## config.mk

```make
export PLATFORM = sky130hd
export DESIGN_NAME = polar_piso_flat
export DESIGN_NICKNAME = d
export VERILOG_FILES = /design/src/rtl/polar_piso_if.sv /design/src/rtl/polar_piso.sv /design/src/flat_wrapper.sv
export SDC_FILE = /design/constraint.sdc
export NUM_CORES = 1
export LEC_CHECK = 0
export ABC_AREA = 1
export BUFFER_PORTS_ARGS = -buffer_cell sky130_fd_sc_hd__clkbuf_2
export CORE_MARGIN = 5
export CORE_UTILIZATION = 36
export DETAILED_ROUTE_END_ITERATION = 10
export SETUP_SLACK_MARGIN = 0.3
export SYNTH_ARGS = -nofsm -noshare
export SYNTH_HDL_FRONTEND = slang
export SYNTH_SLANG_ARGS = --single-unit
```

## constraint.sdc

```tcl
create_clock -name clk -period 14.4 [get_ports clk]
set_input_delay 0.72 -clock clk [delete_from_list [all_inputs] [get_ports clk]]
set_output_delay 0.72 -clock clk [all_outputs]
set_load 0.05 [all_outputs]
```

## src/rtl/polar_piso_if.sv

```systemverilog
// Load and serial handshake bundle for the polar transmit serializer.
// The serializer takes the slave view; its producer and consumer take the master view.
interface polar_piso_if #(
  parameter int unsigned N = 200
);
  logic         load_valid;
  logic         load_ready;
  logic [N-1:0] parallel_in;
  logic         ser_valid;
  logic         ser_ready;
  logic         ser_out;
  logic         ser_first;
  logic         ser_last;
  logic         frame_done;

  modport master (
    output load_valid,
    output parallel_in,
    output ser_ready,
    input  load_ready,
    input  ser_valid,
    input  ser_out,
    input  ser_first,
    input  ser_last,
    input  frame_done
  );

  modport slave (
    input  load_valid,
    input  parallel_in,
    input  ser_ready,
    output load_ready,
    output ser_valid,
    output ser_out,
    output ser_first,
    output ser_last,
    output frame_done
  );
endinterface

```

## src/rtl/polar_piso.sv

```systemverilog
// Parallel-in serial-out converter for polar codewords, LSB first, with a one-deep
// holding buffer so consecutive frames stream without an idle cycle.
module polar_piso #(
  parameter int unsigned N     = 200,
  parameter int unsigned CNT_W = 8
) (
  input logic        clk,
  input logic        reset,
  polar_piso_if.slave bus
);

  typedef enum logic {StIdle, StShift} state_e;

  localparam logic [CNT_W-1:0] LastIdx = CNT_W'(N - 1);

  state_e           state;
  logic [N-1:0]     shreg;
  logic [N-1:0]     hold;
  logic             hold_full;
  logic [CNT_W-1:0] bit_cnt;
  logic             frame_done_q;

  logic ser_valid;
  logic ser_last;
  logic load;
  logic beat;
  logic last_beat;

  assign ser_valid = (state == StShift);
  assign ser_last  = ser_valid && (bit_cnt == LastIdx);
  assign load      = bus.load_valid && !hold_full;
  assign beat      = ser_valid && bus.ser_ready;
  assign last_beat = beat && ser_last;

  assign bus.load_ready = !hold_full;
  assign bus.ser_valid  = ser_valid;
  assign bus.ser_out    = ser_valid && shreg[0];
  assign bus.ser_first  = ser_valid && (bit_cnt == '0);
  assign bus.ser_last   = ser_last;
  assign bus.frame_done = frame_done_q;

  always_ff @(posedge clk or posedge reset) begin
    if (reset) begin
      state        <= StIdle;
      shreg        <= '0;
      hold         <= '0;
      hold_full    <= 1'b0;
      bit_cnt      <= '0;
      frame_done_q <= 1'b0;
    end else begin
      frame_done_q <= last_beat;
      case (state)
        StIdle: begin
          if (load) begin
            shreg   <= bus.parallel_in;
            bit_cnt <= '0;
            state   <= StShift;
          end
        end
        StShift: begin
          if (last_beat) begin
            bit_cnt <= '0;
            // A held frame always wins; load_ready was low so no load can coincide.
            if (hold_full) begin
              shreg     <= hold;
              hold_full <= 1'b0;
            end else if (load) begin
              shreg <= bus.parallel_in;
            end else begin
              state <= StIdle;
            end
          end else begin
            if (beat) begin
              shreg   <= {1'b0, shreg[N-1:1]};
              bit_cnt <= bit_cnt + CNT_W'(1);
            end
            if (load) begin
              hold      <= bus.parallel_in;
              hold_full <= 1'b1;
            end
          end
        end
        default: state <= StIdle;
      endcase
    end
  end

endmodule

```

## src/flat_wrapper.sv

```systemverilog
// flat-port wrapper written by rule: the top's interface ports become plain ports
module polar_piso_flat 
#(
  parameter int unsigned N     = 200,
  parameter int unsigned CNT_W = 8
)
  (clk, reset, bus_load_valid, bus_parallel_in, bus_ser_ready, bus_load_ready, bus_ser_valid, bus_ser_out, bus_ser_first, bus_ser_last, bus_frame_done);
  polar_piso_if #(.N(N)) bus_i ();
  input logic clk;
  input logic reset;
  input wire logic [$bits(bus_i.load_valid)-1:0] bus_load_valid;
  input wire logic [$bits(bus_i.parallel_in)-1:0] bus_parallel_in;
  input wire logic [$bits(bus_i.ser_ready)-1:0] bus_ser_ready;
  output wire logic [$bits(bus_i.load_ready)-1:0] bus_load_ready;
  output wire logic [$bits(bus_i.ser_valid)-1:0] bus_ser_valid;
  output wire logic [$bits(bus_i.ser_out)-1:0] bus_ser_out;
  output wire logic [$bits(bus_i.ser_first)-1:0] bus_ser_first;
  output wire logic [$bits(bus_i.ser_last)-1:0] bus_ser_last;
  output wire logic [$bits(bus_i.frame_done)-1:0] bus_frame_done;
  assign bus_i.load_valid = bus_load_valid;
  assign bus_i.parallel_in = bus_parallel_in;
  assign bus_i.ser_ready = bus_ser_ready;
  assign bus_load_ready = bus_i.load_ready;
  assign bus_ser_valid = bus_i.ser_valid;
  assign bus_ser_out = bus_i.ser_out;
  assign bus_ser_first = bus_i.ser_first;
  assign bus_ser_last = bus_i.ser_last;
  assign bus_frame_done = bus_i.frame_done;
  polar_piso #(.N(N), .CNT_W(CNT_W)) u_core (.clk(clk), .reset(reset), .bus(bus_i));
endmodule
```

==> results of run 1 <==
-- where the power goes --
group | internal (W) | total, W | leakage [nW] | switching (W)
sequential | 0.00117 | 0.00118 | 5.72 | 0.0000111
clock | 0.000830 | 0.00137 | 0.869 | 0.000539
combinational | 0.0000381 | 0.000148 | 11.1 | 0.000109
total | 0.00204 | 0.00270 | 17.7 | 0.000660
-- state kept, by name (all words and copies together) (netlist names) --
signal / count
u_core.hold: 200
u_core.shreg: 200
u_core.bit_cnt: 8
u_core.bus.frame_done: 1
u_core.bus.ser_valid: 1
u_core.hold_full: 1
-- per-stage QoR --
step                      util, %  hold WS (ns)  worst slack (ns)
final                       40.32        0.2465             9.919
after global routing        40.32        0.3065             9.680
after CTS                   40.32        0.2724             10.00
after detailed placement    37.84        0.4579             10.01
after global placement      37.84        0.4533             10.07
after floorplan                 -        0.4417             2.244
-- layer usage --
metal	part of all wire, %	vias up	global-route usage, %
met3	4.8	106	2.811
met4	2.1	2	4.805
met2	46	534	34.52
met5	0.0086	-	0
met1	47	12084	28.83
li1	-	13139	-
-- critical path: cells and delay by family (launching register included) --
| kind | cells | cell delay, ns |
|---|---|---|
| buffers and inverters | 2 | 1.32 |
| and+or+nand+nor | 11 | 1.73 |
| DFF | 1 | 1.06 |
-- worst max-delay path by stage --
stage	to	slack, ns	cells past startpoint
after floorplan	u_core.bit_cnt[0]	2.24	1
after global placement	u_core.shreg[125]	10.07	13
after detailed placement	u_core.shreg[125]	10.01	13
after CTS	u_core.shreg[125]	10.00	13
after global routing	u_core.shreg[128]	9.68	13
final	u_core.shreg[125]	9.92	13
-- logic make-up after synthesis --
family / synth area share, %
and+or+nand+nor: 54.05
DFF: 39.90
buffers and inverters: 5.621
AOI/OAI and AO/OA: 0.2669
xor gates and xnor gates: 0.06796
adders and majority gates: 0.09706
-- synthesized netlist by cell type (all sizes together) --
master	count
a21oi	4
buf	143
clkbuf	142
dfrtp	411
ha	2
inv	19
nand2	3404
nand3	205
nand3b	1
nand4	2
nor2	13
nor3	3
nor3b	1
o211ai	2
o21ai	6
xor2	2
-- layout make-up --
type                    instances  area (um2)
multi-input cells            3645       14060
well taps                     950        1189
clock buffers                  77        1506
repair buffers                238        1308
inverters                      19       101.3
fillers                      7784       42520
clock inverters                20       262.8
flip-flops and latches        411       10290
==> results.md, run 1 <==
- Syn Inst Count: 4,360
- Routed len/inst: 15.18 um
- First-pass GRT wire length: 134.0 mm
- Post-synth cell types: 26
- Cell mode on critical path: nand2_1
- Largest net degree at the start of global routing: 203
- Syn nets: 4,566
- Maximum vdd drop: 0.08169 mV
- Fin cells: 5,360
- Initial antenna violation count: 1
- Vias in the first global route: 24,389
- Reg2Reg Setup Slack: 9.92 ns
- Reg2reg end: u_core.shreg[125]
- Worst-Skew Late Latency: 0.60 ns
- Final hold viol count: 0
- Tcrit/Tclk final: 31.12%
- Yosys top cell area share: 49.51%
- Class of the worst hold path: input port to async pin
- N_diodes: 0
- Mean post-synth cell area: 5.912 um2
- Die Span Y: 277.6 um
- Sequential fraction of the synthesis area: 39.90%
- Layout Nets: 4,574
- Hold buffers post-CTS: 0
- Crit path kind: flip-flop to flip-flop
- Leak: 17.72 nW
- Syn. warnings: 0
- IO buf count: 209
- Drt initial violations: 1,847
- Area leader, netlist: nand2_1
- Remaining Overflow, GRT: 0
- CTS buffer count: 53
- Resized cells post-CTS: 0
- Register clock-pin slew on the reported worst setup and hold paths: 0.06 ns
- Max clock buf depth: 3
- Register-to-Register Path Depth: 13
- Crit path cell chain: inv_8 > nand2_4 > buf_4 > nand2_1 > nand2_1 > nand2_1 > nand2_1 > nand2_1 > nand2_1 > nand2_1 > nand2_1 > nand2_1 > nand2_1
- GRT Total Usage: 20.71%
- Slew @ Worst Pin: 1.160 ns
- Clock Tree Root: clkbuf_16
- RSZ-0062 raised after global routing: false
- Core Area: 0.07124 mm2
- Area post-placement: 0.02695 mm2
- I/O Pins: 210
- H-tree level count: 2
- FMAX: 223.2 MHz
- Worst setup startpoint: u_core.hold_full
- Vias per cell: 4.826
- Max Cap Viol: 0
- Yosys reg bits: 411
- Req. time, crit path: 14.94 ns
- Origin of the critical flop-to-flop path: u_core.hold_full
- Setup Fix Bufs, Post-CTS: 0
- Max Slew Vio Count: 0
- Total Power: 0.002697 W
- Max incr delay on CP: 1.06 ns
- Layout cells sized above 1: 7.732%
- CP max-delay cell: dfrtp_4
- Status: finished clean
- DPL Wire Length: 41.62 mm
- PwrDens: 93.88 mW/mm2
- TNS Setup: 0 ns
- GP Congestion: 0.7728
- Synth top area cells: nand2_1 50%, dfrtp_1 40%, nand3_1 4.0%, clkbuf_1 2.1%, buf_2 1.7%
- Most common cell after layout, fill and taps aside: nand2_1
- Clk sink count: 411
- Relative slew slack: 22.68%
- Row Count: 98
- DRC Markers: 0
- Initial core utilization: 36.18%
- DIE WIDTH: 277.6 um
- CP arrival: 5.02 ns
- CP Max Fanout: 131
- Via Count: 25,865
- Most frequent cells in the layout: 3,399 x nand2_1, 409 x dfrtp_1, 208 x clkbuf_2
- Mapped cell area: 0.02578 mm2
- Tmin final: 4.481 ns
- Endpoint type of the worst setup path: flip-flop
- Cells after DPL: 5,263
- Skew final: 0.02142 ns
- Die ar.: 0.07706 mm2
- 1st-pass router iterations: 5
- Startpoint types: flip-flop
- Finished Cell Area: 0.02872 mm2
- Final ANT Viol Nets: 0
- Final Setup Violations: 0
- CTS tree: done
- Drt total wl: 81.39 mm
- P&R area growth vs syn: 11.43%
(Power assumes the default switching activity.)
==> run 2: changes to the inputs <==
Clock period 14.4 ns to 4.7 ns, I/O delays scaled along.
==> run 2 against run 1 <==
Compared with the run above: worst hold slack improved by 0.054 ns; worst setup slack lost 8.5 ns; sequential cell count stayed put; sequential power rose to 3.1 times the previous value; sequential share of layout area fell by 2.4 points; utilization is 2.9 points higher; largest cell class unchanged; cell area increased by 7.3%; via count rose by 2.8%; clock skew grew 0.0019 ns.
==> results.md, run 2 (synthesized netlist as in run 1, its figures left out) <==
- Status: finished clean (unchanged)
- Most common cell after layout, fill and taps aside: nand2_1 (unchanged)
- Layout cells sized above 1: 7.519% (was 7.732%)
- IO buf count: 209 (unchanged)
- Tcrit/Tclk final: 70.78% (was 31.12%)
- Largest net degree at the start of global routing: 169 (was 203)
- DRC Markers: 0 (unchanged)
- Final ANT Viol Nets: 0 (unchanged)
- Origin of the critical flop-to-flop path: u_core.hold_full (unchanged)
- Tmin final: 3.327 ns (was 4.481 ns)
- Core Area: 0.07124 mm2 (unchanged)
- I/O Pins: 210 (unchanged)
- Max Slew Vio Count: 0 (unchanged)
- Initial antenna violation count: 1 (unchanged)
- Final hold viol count: 0 (unchanged)
- Setup Fix Bufs, Post-CTS: 0 (unchanged)
- GRT Total Usage: 20.88% (was 20.71%)
- CP arrival: 3.86 ns (was 5.02 ns)
- Req. time, crit path: 5.23 ns (was 14.94 ns)
- Clock Tree Root: clkbuf_16 (unchanged)
- FMAX: 300.6 MHz (was 223.2 MHz)
- Final Setup Violations: 0 (unchanged)
- Clk sink count: 411 (unchanged)
- CP Max Fanout: 96 (was 131)
- Min-Delay Endpoint: u_core.shreg[123]
- Row Count: 98 (unchanged)
- Hold buffers post-CTS: 202 (was 0)
- Worst-Skew Late Latency: 0.60 ns (about the same)
- Resized cells post-CTS: 0 (unchanged)
- Skew final: 0.02330 ns (was 0.02142 ns)
- H-tree level count: 2 (unchanged)
- Register clock-pin slew on the reported worst setup and hold paths: 0.06 ns (about the same)
- Largest regs: u_core.hold: 200 flops, u_core.shreg: 200 flops, u_core.bit_cnt: 8 flops (unchanged)
- Via Count: 26,602 (was 25,865)
- DIE WIDTH: 277.6 um (unchanged)
- Drt initial violations: 1,753 (was 1,847)
- Max Cap Viol: 0 (unchanged)
- Max clock buf depth: 3 (unchanged)
- CTS buffer count: 51 (was 53)
- Die Span Y: 277.6 um (unchanged)
- Leak: 18.59 nW (was 17.72 nW)
- RSZ-0062 raised after global routing: false (unchanged)
- P&R area growth vs syn: 19.55% (was 11.43%)
- Initial core utilization: 36.18% (unchanged)
- Crit path kind: flip-flop to flip-flop (unchanged)
- CTS tree: done (unchanged)
- Fillers: 7,558 (was 7,784)
- Reg2reg end: u_core.hold[124] (was u_core.shreg[125])
- Cells after DPL: 5,270 (was 5,263)
- Reg2Reg Setup Slack: 1.37 ns (was 9.92 ns)
- Relative slew slack: 30.64% (was 22.68%)
- GP Congestion: 0.7651 (was 0.7728)
- Class of the worst hold path: input port to flip-flop (was input port to async pin)
- PwrDens: 264.3 mW/mm2 (was 93.88 mW/mm2)
- Vias in the first global route: 25,286 (was 24,389)
- Maximum vdd drop: 0.2436 mV (was 0.08169 mV)
- Fin cells: 5,566 (was 5,360)
- Worst setup startpoint: u_core.hold_full (unchanged)
- Die ar.: 0.07706 mm2 (unchanged)
- Register-to-Register Path Depth: 7 (was 13)
- Most frequent cells in the layout: 3,399 x nand2_1, 409 x dfrtp_1, 208 x clkbuf_2 (unchanged)
- Slew @ Worst Pin: 1.040 ns (was 1.160 ns)
- Endpoint type of the worst setup path: flip-flop (unchanged)
- Vias per cell: 4.779 (was 4.826)
- Remaining Overflow, GRT: 0 (unchanged)
- Hold Path Origin: bus_load_valid
- DPL Wire Length: 41.79 mm (was 41.62 mm)
- Total Power: 0.008145 W (was 0.002697 W)
- Routed len/inst: 14.74 um (was 15.18 um)
- 1st-pass router iterations: 5 (unchanged)
- Startpoint types: flip-flop (unchanged)
- Layout Nets: 4,781 (was 4,574)
- First-pass GRT wire length: 135.5 mm (was 134.0 mm)
- Hold path depth: 7
- Drt total wl: 82.05 mm (was 81.39 mm)
-- run 2: worst max-delay path by stage --
| stage | end | slack [ns] | cells after the start |
|---|---|---|---|
| 6_report | u_core.hold[124] | 1.37 | 7 |
| 5_1_grt | u_core.hold[177] | 1.14 | 7 |
| 4_1_cts | u_core.hold[124] | 1.37 | 7 |
| 3_5_place_dp | u_core.hold[124] | 1.40 | 7 |
| 3_3_place_gp | u_core.hold[152] | 1.48 | 7 |
| 2_1_floorplan | u_core.bit_cnt[0] | -1.07 | 1 |
-- run 2: layer usage --
metal | up-vias | GRT usage [%] | share of wire (%)
met2 | 623 | 35.08 | 46
li1 | 13551 | - | -
met4 | 0 | 5.756 | 2.4
met5 | - | 0 | 0
met1 | 12319 | 28.56 | 47
met3 | 109 | 2.668 | 4.8
-- run 2: power breakdown --
group | total [W] | leakage, nW | switching (W) | internal [W]
combinational | 0.000596 | 12.1 | 0.000361 | 0.000235
sequential | 0.00361 | 5.72 | 0.0000345 | 0.00358
clock | 0.00393 | 0.815 | 0.00165 | 0.00229
total | 0.00814 | 18.6 | 0.00204 | 0.00610
-- run 2: critical path: stages (launching register included) --
cell and delay [ns]:
dfrtp_4 0.81, inv_8 0.32, nand2_4 0.32, nor2_4 0.13, inv_6 0.65, buf_4 0.68
nand2_1 0.13, nand2_1 0.10
-- run 2: stage by stage --
stage / setup WS [ns] / hold WS, ns / instance area, um2 / utilization, % / TNS, ns
floorplan: -1.075 / 0.3516 / 25780 / - / -441.67
global placement: 1.477 / 0.4530 / 27150 / 38.12 / 0
detailed placement: 1.399 / 0.4578 / 27150 / 38.12 / 0
CTS: 1.375 / 0.2686 / 30810 / 43.25 / 0
global route: 1.139 / 0.3188 / 30810 / 43.25 / 0
finish: 1.373 / 0.3003 / 30820 / 43.26 / 0
-- run 2: layout make-up --
cell class | count | area, um2 | area share (%)
inverters | 19 | 97.59 | 0.3167
flip-flops and latches | 411 | 10290 | 33.40
well taps | 950 | 1189 | 3.857
clock buffers | 70 | 1429 | 4.637
diodes | 1 | 2.502 | 0.008120
clock inverters | 23 | 210.2 | 0.6821
repair buffers | 447 | 3532 | 11.46
multi-input cells | 3645 | 14060 | 45.64
==> run 3: changes to the inputs <==
Clock period 4.7 ns to 3.2 ns, I/O delays scaled along.
==> run 3 against run 2 <==
Compared with the run above: total power rose by 49%; worst hold slack got worse by 0.11 ns; sequential share of layout area down 0.30 points; combinational power increased by 49%; register-to-register slack got worse by 0.51 ns; critical path type is now flip-flop to primary output; critical endpoint is now bus_ser_out; largest cell class unchanged; largest power group unchanged.
==> results.md, run 3 (synthesized netlist as in run 1, its figures left out) <==
- Crit path kind: flip-flop to primary output (was flip-flop to flip-flop)
- Register clock-pin slew on the reported worst setup and hold paths: 0.06 ns (about the same)
- Worst slack at placement: 0.8531 ns (was 1.399 ns)
- Routed len/inst: 14.91 um (was 14.74 um)
- Die Span Y: 277.6 um (unchanged)
- Drt initial violations: 1,961 (was 1,753)
- Clock Tree Root: clkbuf_16 (unchanged)
- Net Sw Power: 0.003005 W (was 0.002042 W)
- Startpoint types: flip-flop (unchanged)
- RSZ-0062 raised after global routing: false (unchanged)
- Final worst slack: 0.8511 ns (was 1.373 ns)
- Most common cell after layout, fill and taps aside: nand2_1 (unchanged)
- Fillers: 7,509 (was 7,558)
- Endpoint type of the worst setup path: primary output (was flip-flop)
- Largest net degree at the start of global routing: 158 (was 169)
- Resized cells post-CTS: 0 (unchanged)
- Max Slew Vio Count: 0 (unchanged)
- Maximum vdd drop: 0.4121 mV (was 0.2436 mV)
- Vias in the first global route: 25,585 (was 25,286)
- Remaining Overflow, GRT: 0 (unchanged)
- Max incr delay on CP: 0.51 ns (was 0.81 ns)
- Initial core utilization: 36.18% (unchanged)
- Slew @ Worst Pin: 1.073 ns (was 1.040 ns)
- Register-to-Register Path Depth: 12 (was 7)
- Clock share of power: 49.0% (was 48.3%)
- Cells after DPL: 5,287 (was 5,270)
- CP top delay family: buffers and inverters (unchanged)
- IO buf count: 209 (unchanged)
- CP max-delay cell: buf_12 (was dfrtp_4)
- Stages on the worst setup path: 4 (was 7)
- CP bufs+invs: 3 (unchanged)
- Reg2Reg Setup Slack: 0.86 ns (was 1.37 ns)
- Layout Nets: 4,798 (was 4,781)
- Initial antenna violation count: 1 (unchanged)
- Tmin final: 2.349 ns
- Leak: 18.73 nW (was 18.59 nW)
- Final hold viol count: 0 (unchanged)
- Part of the power in combinational logic: 7.3% (about the same)
- Req. time, crit path: 3.04 ns (was 5.23 ns)
- GP Congestion: 0.7707 (was 0.7651)
- Tcrit/Tclk final: 73.40%
- Worst-Skew Late Latency: 0.60 ns (about the same)
- 1st-pass router iterations: 5 (unchanged)
- Skew final: 0.02187 ns (was 0.02330 ns)
- Crit path cell chain: buf_12 > nand2_1 > inv_1 > clkbuf_2 (was inv_8 > nand2_4 > nor2_4 > inv_6 > buf_4 > nand2_1 > nand2_1)
- Sequential share of power: 43.7% (was 44.4%)
- DPL Wire Length: 43.86 mm (was 41.79 mm)
- Largest regs: u_core.hold: 200 flops, u_core.shreg: 200 flops, u_core.bit_cnt: 8 flops (unchanged)
- DIE WIDTH: 277.6 um (unchanged)
- Hold buffers post-CTS: 202 (unchanged)
- Origin of the critical flop-to-flop path: u_core.hold_full (unchanged)
- Setup Fix Bufs, Post-CTS: 0 (unchanged)
- Max Cap Viol: 0 (unchanged)
- Int Power: 0.009141 W (was 0.006102 W)
- Drt total wl: 83.24 mm (was 82.05 mm)
- Total Power: 0.01215 W (was 0.008145 W)
- Net Sw Frac: 24.74% (was 25.07%)
- TNS Setup: 0 ns (unchanged)
- Vias per cell: 4.765 (was 4.779)
- GRT Total Usage: 21.31% (was 20.88%)
- Relative slew slack: 28.48% (was 30.64%)
- I/O Pins: 210 (unchanged)
- CP Max Fanout: 124 (was 96)
- FMAX: 425.7 MHz
- Die ar.: 0.07706 mm2 (unchanged)
- Fin cells: 5,582 (was 5,566)
- DRC Markers: 0 (unchanged)
- Via Count: 26,600 (was 26,602)
- CTS tree: done (unchanged)
- Worst setup startpoint: u_core.bus.ser_valid (was u_core.hold_full)
- Core Area: 0.07124 mm2 (unchanged)
- CP Capture Point: bus_ser_out (was u_core.hold[124])
- Class of the worst hold path: input port to flip-flop (unchanged)
- CTS buffer count: 51 (unchanged)
- Max clock buf depth: 3 (unchanged)
- Final ANT Viol Nets: 0 (unchanged)
- H-tree level count: 2 (unchanged)
- Row Count: 98 (unchanged)
- P&R area growth vs syn: 20.64% (was 19.55%)
- Final Setup Violations: 0 (unchanged)
- Status: finished clean (unchanged)
- PwrDens: 390.6 mW/mm2 (was 264.3 mW/mm2)
- CP arrival: 2.19 ns (was 3.86 ns)
- Clk sink count: 411 (unchanged)
- First-pass GRT wire length: 138.4 mm (was 135.5 mm)
- Reg2reg end: u_core.shreg[81] (was u_core.hold[124])
- Layout cells sized above 1: 7.795% (was 7.519%)
- Most frequent cells in the layout: 3,399 x nand2_1, 409 x dfrtp_1, 208 x clkbuf_2 (unchanged)
[run 3: cell types whose count changed in the layout (fill, tap and decap cells not counted), sizes merged]
cell,delta
clkinv,-7
bufinv,+1
clkbuf,+6
clkinvlp,-1
buf,+17
[run 3: per-stage QoR]
stage | area [um2] | utilization (%) | hold WS, ns
after floorplan | 25780 | - | 0.2766
after global placement | 27380 | 38.43 | 0.2672
after detailed placement | 27380 | 38.43 | 0.2724
after CTS | 31100 | 43.65 | 0.1686
after global routing | 31100 | 43.65 | 0.2110
final | 31100 | 43.65 | 0.1925
[run 3: metal layers]
metal,track usage (%),wire length (um),part of all wire [%]
met1,29.15,38840,47
met4,4.603,1628,2.0
met5,0,0,0
met3,2.474,3656,4.4
met2,36.61,39120,47
[run 3: layout make-up]
| type | count | area (um2) | share of cell area [%] |
|---|---|---|---|
| sequential | 411 | 10290 | 33.10 |
| multi-input combinational | 3645 | 14060 | 45.23 |
| antenna | 1 | 2.502 | 0.008047 |
| clock buffer | 76 | 1491 | 4.796 |
| clock inverter | 16 | 201.4 | 0.6478 |
| inverter | 19 | 97.59 | 0.3138 |
| timing repair buffer | 464 | 3760 | 12.09 |
| tap | 950 | 1189 | 3.822 |
[run 3: how the worst min path moves through the flow]
| stage | start | endpoint | slack, ns | cells after the start |
|---|---|---|---|---|
| 6_report | bus_load_valid | u_core.shreg[90] | 0.19 | 7 |
| 5_1_grt | bus_load_valid | u_core.shreg[113] | 0.21 | 7 |
| 4_1_cts | reset | u_core.hold[140] | 0.17 | 3 |
| 3_5_place_dp | reset | u_core.hold[140] | 0.27 | 2 |
| 3_3_place_gp | reset | u_core.hold[140] | 0.27 | 2 |
| 2_1_floorplan | bus_parallel_in[0] | u_core.hold[0] | 0.28 | 2 |
[run 3: power groups by stage]
stage | clock, W | combinational, W | sequential (W)
after floorplan | 0 | 0.000330 | 0.00539
after global placement | 0 | 0.000700 | 0.00540
after detailed placement | 0 | 0.000700 | 0.00540
after CTS | 0.00611 | 0.000900 | 0.00531
after global routing | 0.00632 | 0.000985 | 0.00531
final | 0.00595 | 0.000890 | 0.00531
[run 3: worst min-delay path, cell delays in order]
cell     delay, ns
buf_6         0.17
nand3_1       0.13
nand2_1       0.07
nand2_1       0.05
nand2_1       0.04
nand2_1       0.05
nand2_1       0.04
